## src/rtl/nbit_nonrestoring_divider_pkg.sv

```systemverilog
// Shared FSM encoding and sizing helper for the non-restoring divider.
package nbit_nonrestoring_divider_pkg;

  typedef enum logic [1:0] {
    S_IDLE = 2'd0,
    S_CALC = 2'd1,
    S_FIX  = 2'd2,
    S_DONE = 2'd3
  } state_e;

  // Width needed for a counter that is loaded with n and counts down to 1.
  function automatic int cnt_width(input int n);
    return $clog2(n + 1);
  endfunction

endpackage

```

## src/rtl/nbit_nonrestoring_divider_add_sub.sv

```systemverilog
// n-bit adder/subtractor: s = x - y when control_bit=1, else x + y (two's complement).
module nbit_add_sub #(
  parameter int n = 5
) (
  input  logic [n-1:0] x,
  input  logic [n-1:0] y,
  input  logic         control_bit,
  output logic [n-1:0] s
);

  assign s = x + (y ^ {n{control_bit}}) + {{(n-1){1'b0}}, control_bit};

endmodule

```

## src/rtl/nbit_nonrestoring_divider.sv

```systemverilog
// Sequential unsigned N-bit non-restoring divider with valid/ready on both sides.
module nbit_nonrestoring_divider
  import nbit_nonrestoring_divider_pkg::*;
#(
  parameter int N = 4
) (
  input  logic         clk,
  input  logic         rst,
  input  logic         in_valid,
  output logic         in_ready,
  input  logic [N-1:0] dividend,
  input  logic [N-1:0] divisor,
  output logic         out_valid,
  input  logic         out_ready,
  output logic [N-1:0] quotient,
  output logic [N-1:0] remainder,
  output logic         div_by_zero
);

  localparam int CNT_W = cnt_width(N);

  state_e               state_q, state_d;
  logic                 out_valid_q, out_valid_d;
  logic signed [N:0]    a_q, a_d;
  logic        [N-1:0]  q_q, q_d;
  logic        [N:0]    m_q, m_d;
  logic        [CNT_W-1:0] cnt_q, cnt_d;
  logic        [N-1:0]  quotient_q, quotient_d;
  logic        [N-1:0]  remainder_q, remainder_d;
  logic                 dbz_q, dbz_d;

  logic        [N:0]    addsub_x;
  logic        [N:0]    addsub_s;
  logic                 addsub_ctrl;
  logic signed [N:0]    a_fixed;

  // CALC feeds the shifted partial remainder; FIX feeds A itself with a forced add.
  always_comb begin
    addsub_x    = {a_q[N-1:0], q_q[N-1]};
    addsub_ctrl = ~a_q[N];
    if (state_q == S_FIX) begin
      addsub_x    = a_q;
      addsub_ctrl = 1'b0;
    end
  end

  nbit_add_sub #(.n(N + 1)) u_addsub (
    .x           (addsub_x),
    .y           (m_q),
    .control_bit (addsub_ctrl),
    .s           (addsub_s)
  );

  always_comb begin
    state_d     = state_q;
    out_valid_d = out_valid_q;
    a_d         = a_q;
    q_d         = q_q;
    m_d         = m_q;
    cnt_d       = cnt_q;
    quotient_d  = quotient_q;
    remainder_d = remainder_q;
    dbz_d       = dbz_q;
    a_fixed     = a_q[N] ? signed'(addsub_s) : a_q;
    unique case (state_q)
      S_IDLE: begin
        if (in_valid) begin
          if (divisor != '0) begin
            a_d     = '0;
            q_d     = dividend;
            m_d     = {1'b0, divisor};
            cnt_d   = CNT_W'(N);
            state_d = S_CALC;
          end else begin
            quotient_d  = '1;
            remainder_d = dividend;
            dbz_d       = 1'b1;
            out_valid_d = 1'b1;
            state_d     = S_DONE;
          end
        end
      end
      S_CALC: begin
        a_d   = signed'(addsub_s);
        q_d   = {q_q[N-2:0], ~addsub_s[N]};
        cnt_d = cnt_q - CNT_W'(1);
        if (cnt_q == CNT_W'(1)) state_d = S_FIX;
      end
      S_FIX: begin
        a_d         = a_fixed;
        quotient_d  = q_q;
        remainder_d = a_fixed[N-1:0];
        dbz_d       = 1'b0;
        out_valid_d = 1'b1;
        state_d     = S_DONE;
      end
      S_DONE: begin
        if (out_ready) begin
          out_valid_d = 1'b0;
          state_d     = S_IDLE;
        end
      end
      default: state_d = S_IDLE;
    endcase
  end

  always_ff @(posedge clk or posedge rst) begin
    if (rst) begin
      state_q     <= S_IDLE;
      out_valid_q <= 1'b0;
    end else begin
      state_q     <= state_d;
      out_valid_q <= out_valid_d;
    end
  end

  always_ff @(posedge clk or posedge rst) begin
    if (rst) begin
      a_q         <= '0;
      q_q         <= '0;
      m_q         <= '0;
      cnt_q       <= '0;
      quotient_q  <= '0;
      remainder_q <= '0;
      dbz_q       <= 1'b0;
    end else begin
      a_q         <= a_d;
      q_q         <= q_d;
      m_q         <= m_d;
      cnt_q       <= cnt_d;
      quotient_q  <= quotient_d;
      remainder_q <= remainder_d;
      dbz_q       <= dbz_d;
    end
  end

  assign in_ready    = (state_q == S_IDLE);
  assign out_valid   = out_valid_q;
  assign quotient    = quotient_q;
  assign remainder   = remainder_q;
  assign div_by_zero = dbz_q;

endmodule

```

## config.mk

```make
export PLATFORM = sky130hd
export DESIGN_NAME = nbit_nonrestoring_divider
export DESIGN_NICKNAME = d
export VERILOG_FILES = /design/src/rtl/nbit_nonrestoring_divider_pkg.sv /design/src/rtl/nbit_nonrestoring_divider_add_sub.sv /design/src/rtl/nbit_nonrestoring_divider.sv
export SDC_FILE = /design/constraint.sdc
export NUM_CORES = 1
export LEC_CHECK = 0
export ABC_CLOCK_PERIOD_IN_PS = 3450
export BUFFER_PORTS_ARGS = -buffer_cell sky130_fd_sc_hd__buf_2
export CAP_MARGIN = 20
export CORE_MARGIN = 3
export CORE_UTILIZATION = 40
export CTS_CLUSTER_SIZE = 14
export DETAILED_ROUTE_END_ITERATION = 8
export PLACE_DENSITY = 0.66
export RECOVER_POWER = 25
export SYNTH_ARGS = -nofsm -noshare
export SYNTH_HDL_FRONTEND = slang
export SYNTH_SLANG_ARGS = --single-unit
```

## constraint.sdc

```tcl
create_clock -name clk -period 3.45 [get_ports clk]
set_input_delay 0.345 -clock clk [delete_from_list [all_inputs] [get_ports clk]]
set_output_delay 0.345 -clock clk [all_outputs]
set_load 0.05 [all_outputs]
```

### Yosys cells after proc, flatten, opt, wreduce, memory -nomap -nowiden

Cells that the tools add are included.
W data, S select, Z words.

| cells by class | value |
|---|---|
| $add $sub $neg | 3 |
| eq/ne operators | 9 |
| mux-type cells | 28 |
| bitwise operators | 3 |
| reduce and logical (&&, ||, !) cells | 12 |

Operator list:

| cell | count |
|---|---|
| $mux W4 | 6 |
| $pmux W4 S2 | 3 |
| $mux W5 | 4 |
| $pmux W5 S3 | 1 |
| $reduce_and A3 Y1 | 5 |
| $mux W2 | 4 |
| $ne A2 B2 Y1 const B | 4 |
| $pmux W2 S4 | 1 |
| $mux W3 | 2 |
| $pmux W3 S2 | 1 |
| $reduce_bool A3 Y1 | 2 |
| $add A5 B1 Y5 | 1 |
| $add A5 B5 Y5 | 1 |
| $xor A4 B5 Y5 | 1 |
| $eq A2 B2 Y1 const B | 2 |
| $mux W1 | 4 |
| $reduce_and A4 Y1 | 1 |
| $reduce_bool A2 Y1 | 2 |
| $reduce_bool A4 Y1 | 1 |
| $eq A3 B1 Y1 const B | 1 |
| $pmux W1 S3 | 1 |
| $sub A3 B1 Y3 const B | 1 |
| $eq A2 B1 Y1 const B | 1 |
| $logic_not A2 Y1 | 1 |
| other kinds (3) | 4 |

| word-level totals | value |
|---|---|
| flip-flop bits (word level) | 28 |
| bits of input ports | 12 |

### Longest topological paths before layout

| logic depth | value |
|---|---|
| depth in word-level cells | 7 |
| depth in mapped cells | 13 |

### Modules after synthesis

A second synthesis with hierarchy kept.

| second synthesis, totals | value |
|---|---|
| cell total of the unflattened synthesis | 180 |
| area, all modules | 1,904.3 um2 |

By module, submodules not included:

| module | times used | cells an instance | area each (um2) | seq. area each (um2) |
|---|---|---|---|---|
| nbit_nonrestoring_divider | 1 | 158 | 1,672.9 | 700.7 |
| nbit_add_sub | 1 | 22 | 231.5 | 0.0 |

### Worst setup path before layout

OpenSTA, ideal clock, no wires.

| timing | value |
|---|---|
| path kind | register to register |
| from | register state_q[0] |
| to | register a_q[3] |
| library setup time | 124 ps |
| arrival time | 3,014 ps |
| slack | 312 ps |
| cell stages (with the launch flop) | 13 |
| cells stage by stage | dfrtp_1 inv_1 ha_1 clkbuf_1 clkbuf_1 o21ai_0 ha_1 and3_1 a221o_1 xor2_1 mux2_4 a221oi_2 nor2_1 |

| between the ends | value |
|---|---|
| cells in the longest elaborated chain, start to end | 7 |
| elaborated cells between the ends (all ways) | 14 |
| classes of those cells | add/sub (2); eq/ne (4); mux (4); bitwise (1); reduce/logical (3) |

Ends and longest elaborated chain:

| what | RTL line | RTL |
|---|---|---|
| start, declared | nbit_nonrestoring_divider.sv:22 | `state_e state_q, state_d;` |
| start signal, assigned | nbit_nonrestoring_divider.sv:112 | `state_q <= state_d;` |
| $eq A2 B2 Y1 | nbit_nonrestoring_divider.sv:41, nbit_nonrestoring_divider.sv:65 |  |
| $mux W1 | nbit_nonrestoring_divider.sv:41 | `if (state_q == S_FIX) begin` |
| $xor A4 B5 Y5 | nbit_nonrestoring_divider_add_sub.sv:11 | `assign s = x + (y ^ {n{control_bit}}) + {{(n-1){1'b0}}, control_bit};` |
| $add A5 B5 Y5 | nbit_nonrestoring_divider_add_sub.sv:11 |  |
| $add A5 B1 Y5 | nbit_nonrestoring_divider_add_sub.sv:11 |  |
| $mux W5 | nbit_nonrestoring_divider.sv:64 | `a_fixed = a_q[N] ? signed'(addsub_s) : a_q;` |
| $pmux W5 S3 | nbit_nonrestoring_divider.sv:65 | `unique case (state_q)` |
| end signal, assigned | nbit_nonrestoring_divider.sv:119 | `a_q <= '0;` |
| end signal, assigned | nbit_nonrestoring_divider.sv:127 | `a_q <= a_d;` |
| end, declared | nbit_nonrestoring_divider.sv:24 | `logic signed [N:0] a_q, a_d;` |

Several ways; a longest one is shown, not always the timed one.
A chain may end at the register's enable or synchronous reset.

### Worst setup path after layout

| timing | value |
|---|---|
| from | register state_q[0] |
| to | register q_q[0] |

| between the ends | value |
|---|---|
| cells in the longest elaborated chain, start to end | 7 |
| elaborated cells between the ends (all ways) | 14 |
| classes of those cells | add/sub (2); eq/ne (4); mux (3); bitwise (2); reduce/logical (3) |

Ends and longest elaborated chain:

| what | RTL line | RTL |
|---|---|---|
| $eq A2 B2 Y1 | nbit_nonrestoring_divider.sv:41 |  |
| $mux W1 | nbit_nonrestoring_divider.sv:41 |  |
| $xor A4 B5 Y5 | nbit_nonrestoring_divider_add_sub.sv:11 |  |
| $add A5 B5 Y5 | nbit_nonrestoring_divider_add_sub.sv:11 |  |
| $add A5 B1 Y5 | nbit_nonrestoring_divider_add_sub.sv:11 |  |
| $not A1 Y1 | nbit_nonrestoring_divider.sv:85 | `q_d = {q_q[N-2:0], ~addsub_s[N]};` |
| $pmux W4 S2 | nbit_nonrestoring_divider.sv:65 |  |
| end signal, assigned | nbit_nonrestoring_divider.sv:128 | `q_q <= q_d;` |
| end, declared | nbit_nonrestoring_divider.sv:25 | `logic [N-1:0] q_q, q_d;` |

Several ways; a longest one is shown, not always the timed one.

==> impl_results.rst <==
.. list-table::
   :header-rows: 1

   * - Metric
     - Value
   * - Result of the run
     - finished clean
   * - Delay of the slowest cell on the worst path
     - 0.42 ns
   * - Count of maximum capacitance violations
     - 0
   * - Number of unique standard cell types used by synthesis
     - 38
   * - Hold buffer count at CTS
     - 0
   * - Share of Yosys cell area claimed by the top area cell type
     - 39.7%
   * - Critical path, cell by cell
     - inv_1 > ha_1 > buf_4 > mux2_4 > a21oi_1 > fa_1 > inv_1 > a21o_1 > a21oi_2 > xnor3_1 > mux2i_1 > o21ai_0
   * - Clock buffer depth
     - 2
   * - Number of synthesis warnings
     - 0
   * - GRT Overall Usage
     - 16.1%
   * - Top cell by count, worst path
     - sky130_fd_sc_hd__inv_1
   * - Largest delay contributor family on the critical path
     - compound AO/OA/AOI/OAI gates
   * - Port buffer count
     - 22
   * - Post-detailed-route DRC marker count
     - 0
   * - Starting utilization of the core area
     - 42.9%
   * - Post-Place Setup Slack
     - 0.431 ns
   * - Detailed Route WL
     - 3870 microns
   * - Most common cell in the netlist
     - sky130_fd_sc_hd__dfrtp_1
   * - Height of the die
     - 72.4 microns
   * - Full die area
     - 0.00525 sq mm
   * - Headroom to the max-slew limit
     - 49.4%
   * - Number of max-slew violations in the final report
     - 0
   * - Post-CTS Setup Inserts
     - 0
   * - Number of enable-type register cells in the synthesized netlist
     - 0
   * - Sequential cell area fraction in the yosys report
     - 39.7%
   * - Final clock skew
     - 0.00369 ns
   * - Max frequency
     - 0.332 GHz
   * - Share of the clock period used by the worst path
     - 87.2%
   * - Final setup viols
     - 0
   * - FF+latch count, synth
     - 28
   * - Post-DRT Antenna Nets
     - 0
   * - Clk pin slew, worst setup/hold paths
     - 0.10 ns
   * - Top post-synthesis cells by count
     - sky130_fd_sc_hd__dfrtp_1 (28), sky130_fd_sc_hd__nor2_1 (25), sky130_fd_sc_hd__inv_1 (19)
   * - Post-Synthesis Mean Instance Area
     - 9.01 sq um
   * - Std cell rows
     - 23
   * - Final global-route overflow total
     - 0
   * - Worst EP arrival
     - 3.16 ns
   * - Final Hold Violating Endpoints
     - 0
   * - Async set-or-reset flop fraction in the synthesized netlist
     - 100%
   * - Number of global-route vias before repair
     - 1300
   * - Summed negative setup slack over all endpoints
     - 0 ns
   * - Maximum number of pins on one net before global-route repair
     - 29
   * - Post-synthesis instance area
     - 0.00177 sq mm
   * - Final cell count without fillers
     - 266
   * - Synthesized instance count
     - 196
   * - Detailed-placement wirelength estimate
     - 2840 microns
   * - Weighted congestion at the end of routability-driven global placement
     - 0.847
   * - Most used DFF post-synth
     - sky130_fd_sc_hd__dfrtp_1
   * - Number of DRC markers after the initial detailed-route iteration
     - 138
   * - Cell type of the slowest stage on the worst timing path
     - sky130_fd_sc_hd__dfrtp_1
   * - Routed vias
     - 1405
   * - Worst Path Max Fanout
     - 21
   * - Post-synth net total
     - 219
   * - Startpoint types
     - flip-flop
   * - Fraction of final layout cells sized beyond drive strength 1
     - 17.1%
   * - Placed insts
     - 261
   * - Avg Vias per Cell
     - 5.28
   * - TritonCTS Buffers
     - 3
   * - Worst hold path class
     - primary input to asynchronous set/reset pin
   * - Kind of end point of the critical path
     - flip-flop
   * - Number of detailed-route iterations in the first pass
     - 4
   * - Cell type with the highest aggregate area in the netlist
     - sky130_fd_sc_hd__dfrtp_1
   * - Type of the worst setup path
     - flip-flop to flip-flop
   * - Number of H-tree levels
     - 1
   * - Cells taking the most area after synthesis
     - sky130_fd_sc_hd__dfrtp_1 (40%), sky130_fd_sc_hd__ha_1 (7.1%), sky130_fd_sc_hd__nor2_1 (5.3%)
   * - Global-route wire length before repair
     - 6650 microns
   * - Number of antenna violations at the first check in global routing
     - 0
   * - CTS tree
     - yes
   * - TritonCTS sink count
     - 28
   * - Clock latency at the later pin of the worst-skew pair
     - 0.28 ns
   * - Total inserted antenna cells
     - 0
   * - Worst-margin pin slew
     - 0.758 ns
   * - NumNets Final
     - 240
   * - Horizontal die dimension
     - 72.4 microns
   * - Resize count post-CTS
     - 0
   * - Routed length per instance
     - 14.6 microns
   * - CP Data Required Time
     - 3.60 ns
   * - Buffers and inverters on the worst path
     - 3
   * - Area inside the core boundary
     - 0.00412 sq mm
   * - Synth-to-layout area growth
     - 12.9%
   * - Tmin final
     - 3.01 ns
   * - Ports
     - 23
   * - Post-layout worst setup margin
     - 0.440 ns
   * - RSZ-0062 raised after global routing
     - false
   * - Clock root cell
     - sky130_fd_sc_hd__clkbuf_8
==> per-stage QoR <==
stage | hold WS [ns] | instance area (sq um) | utilization [%]
global placement | 0.463 | 1920 | 46.6
finish | 0.106 | 1990 | 48.4
detailed placement | 0.472 | 1920 | 46.6
CTS | 0.284 | 1990 | 48.3
global route | 0.127 | 1990 | 48.4
floorplan | 0.410 | 1770 | -
==> worst register-to-register path: cells and delay by family (launching register included) <==
kind | cells | cell delay [ns]
adder cells (fa/ha/maj) | 2 | 0.45
multiplexers | 2 | 0.48
flip-flops | 1 | 0.42
XOR/XNOR | 1 | 0.36
buffers and inverters | 3 | 0.44
AO/OA/AOI/OAI | 4 | 0.74
==> per-layer routing <==
layer | up-vias | track usage [%] | share of wire, %
li1 | 716 | - | -
met1 | 659 | 24.3 | 50
met2 | 26 | 24.1 | 46
met3 | 4 | 3.32 | 3.5
met4 | 0 | 3.07 | 0.75
met5 | - | 0 | 0
==> cell type report <==
class	count	area [sq um]
Fill cell	415	2120
Timing Repair Buffer	26	136
Sequential cell	28	701
Multi-Input combinational cell	139	951
Inverter	19	71.3
Clock inverter	1	30.0
Tap cell	50	62.6
Clock buffer	3	41.3
==> flip-flops by register name, indices dropped and copies added (netlist names), 2 cells and up <==
register,flops
remainder,4
q_q,4
quotient,4
m_q,4
cnt_q,3
a_q,5
state_q,2
==> layout by cell type, fill, tap and decap left out, types with 2 or more instances in the layout <==
cell type                  instances
sky130_fd_sc_hd__nand2_1          14
sky130_fd_sc_hd__o21ai_0          13
sky130_fd_sc_hd__a211oi_1          4
sky130_fd_sc_hd__xor2_1            6
sky130_fd_sc_hd__nor2_1           25
sky130_fd_sc_hd__nand3_1           4
sky130_fd_sc_hd__nor2b_1           3
sky130_fd_sc_hd__nand2b_1          2
sky130_fd_sc_hd__mux2i_1           4
sky130_fd_sc_hd__a21oi_1          14
sky130_fd_sc_hd__mux2_1            4
sky130_fd_sc_hd__dfrtp_1          28
sky130_fd_sc_hd__xnor2_1           2
sky130_fd_sc_hd__a31oi_1           6
sky130_fd_sc_hd__buf_2            22
sky130_fd_sc_hd__inv_1            19
sky130_fd_sc_hd__buf_4             3
sky130_fd_sc_hd__clkbuf_8          3
sky130_fd_sc_hd__o22ai_1           6
sky130_fd_sc_hd__mux2_2            3
sky130_fd_sc_hd__ha_1             10
sky130_fd_sc_hd__and3_1            2
sky130_fd_sc_hd__mux2_4            2
==> cells by family (layout without fill, tap and decap cells) <==
| group | Yosys count | in the layout | share of synthesized area (%) |
|---|---|---|---|
| multiplexers | 13 | 13 | 8.43 |
| buffers and inverters | 29 | 49 | 6.45 |
| AO/OA/AOI/OAI | 53 | 53 | 18.9 |
| XOR/XNOR | 9 | 9 | 5.24 |
| flip-flops | 28 | 28 | 39.7 |
| AND/OR/NAND/NOR | 53 | 53 | 13.1 |
| adder cells (fa/ha/maj) | 11 | 11 | 8.22 |
==> worst paths after layout <==
path | startpoint | slack [ns] | to | cells past startpoint
max | state_q[0]$_DFFE_PP0P_ | 0.44 | q_q[0]$_DFFE_PP0P_ | 12
max reg2reg | state_q[0]$_DFFE_PP0P_ | 0.44 | q_q[0]$_DFFE_PP0P_ | 12
min in group clk | divisor[2] | 0.29 | m_q[2]$_DFFE_PP0P_ | 2
min reg2reg | cnt_q[1]$_DFFE_PP0P_ | 0.49 | cnt_q[1]$_DFFE_PP0P_ | 2
max in group asynchronous | rst | 2.28 | m_q[1]$_DFFE_PP0P_ | 3
min | rst | 0.11 | quotient[3]$_DFFE_PP0P_ | 2
Power is left out: the tool's default activity adds up to more than one toggle a clock period on the data nets, which glitch-free logic cannot reach.
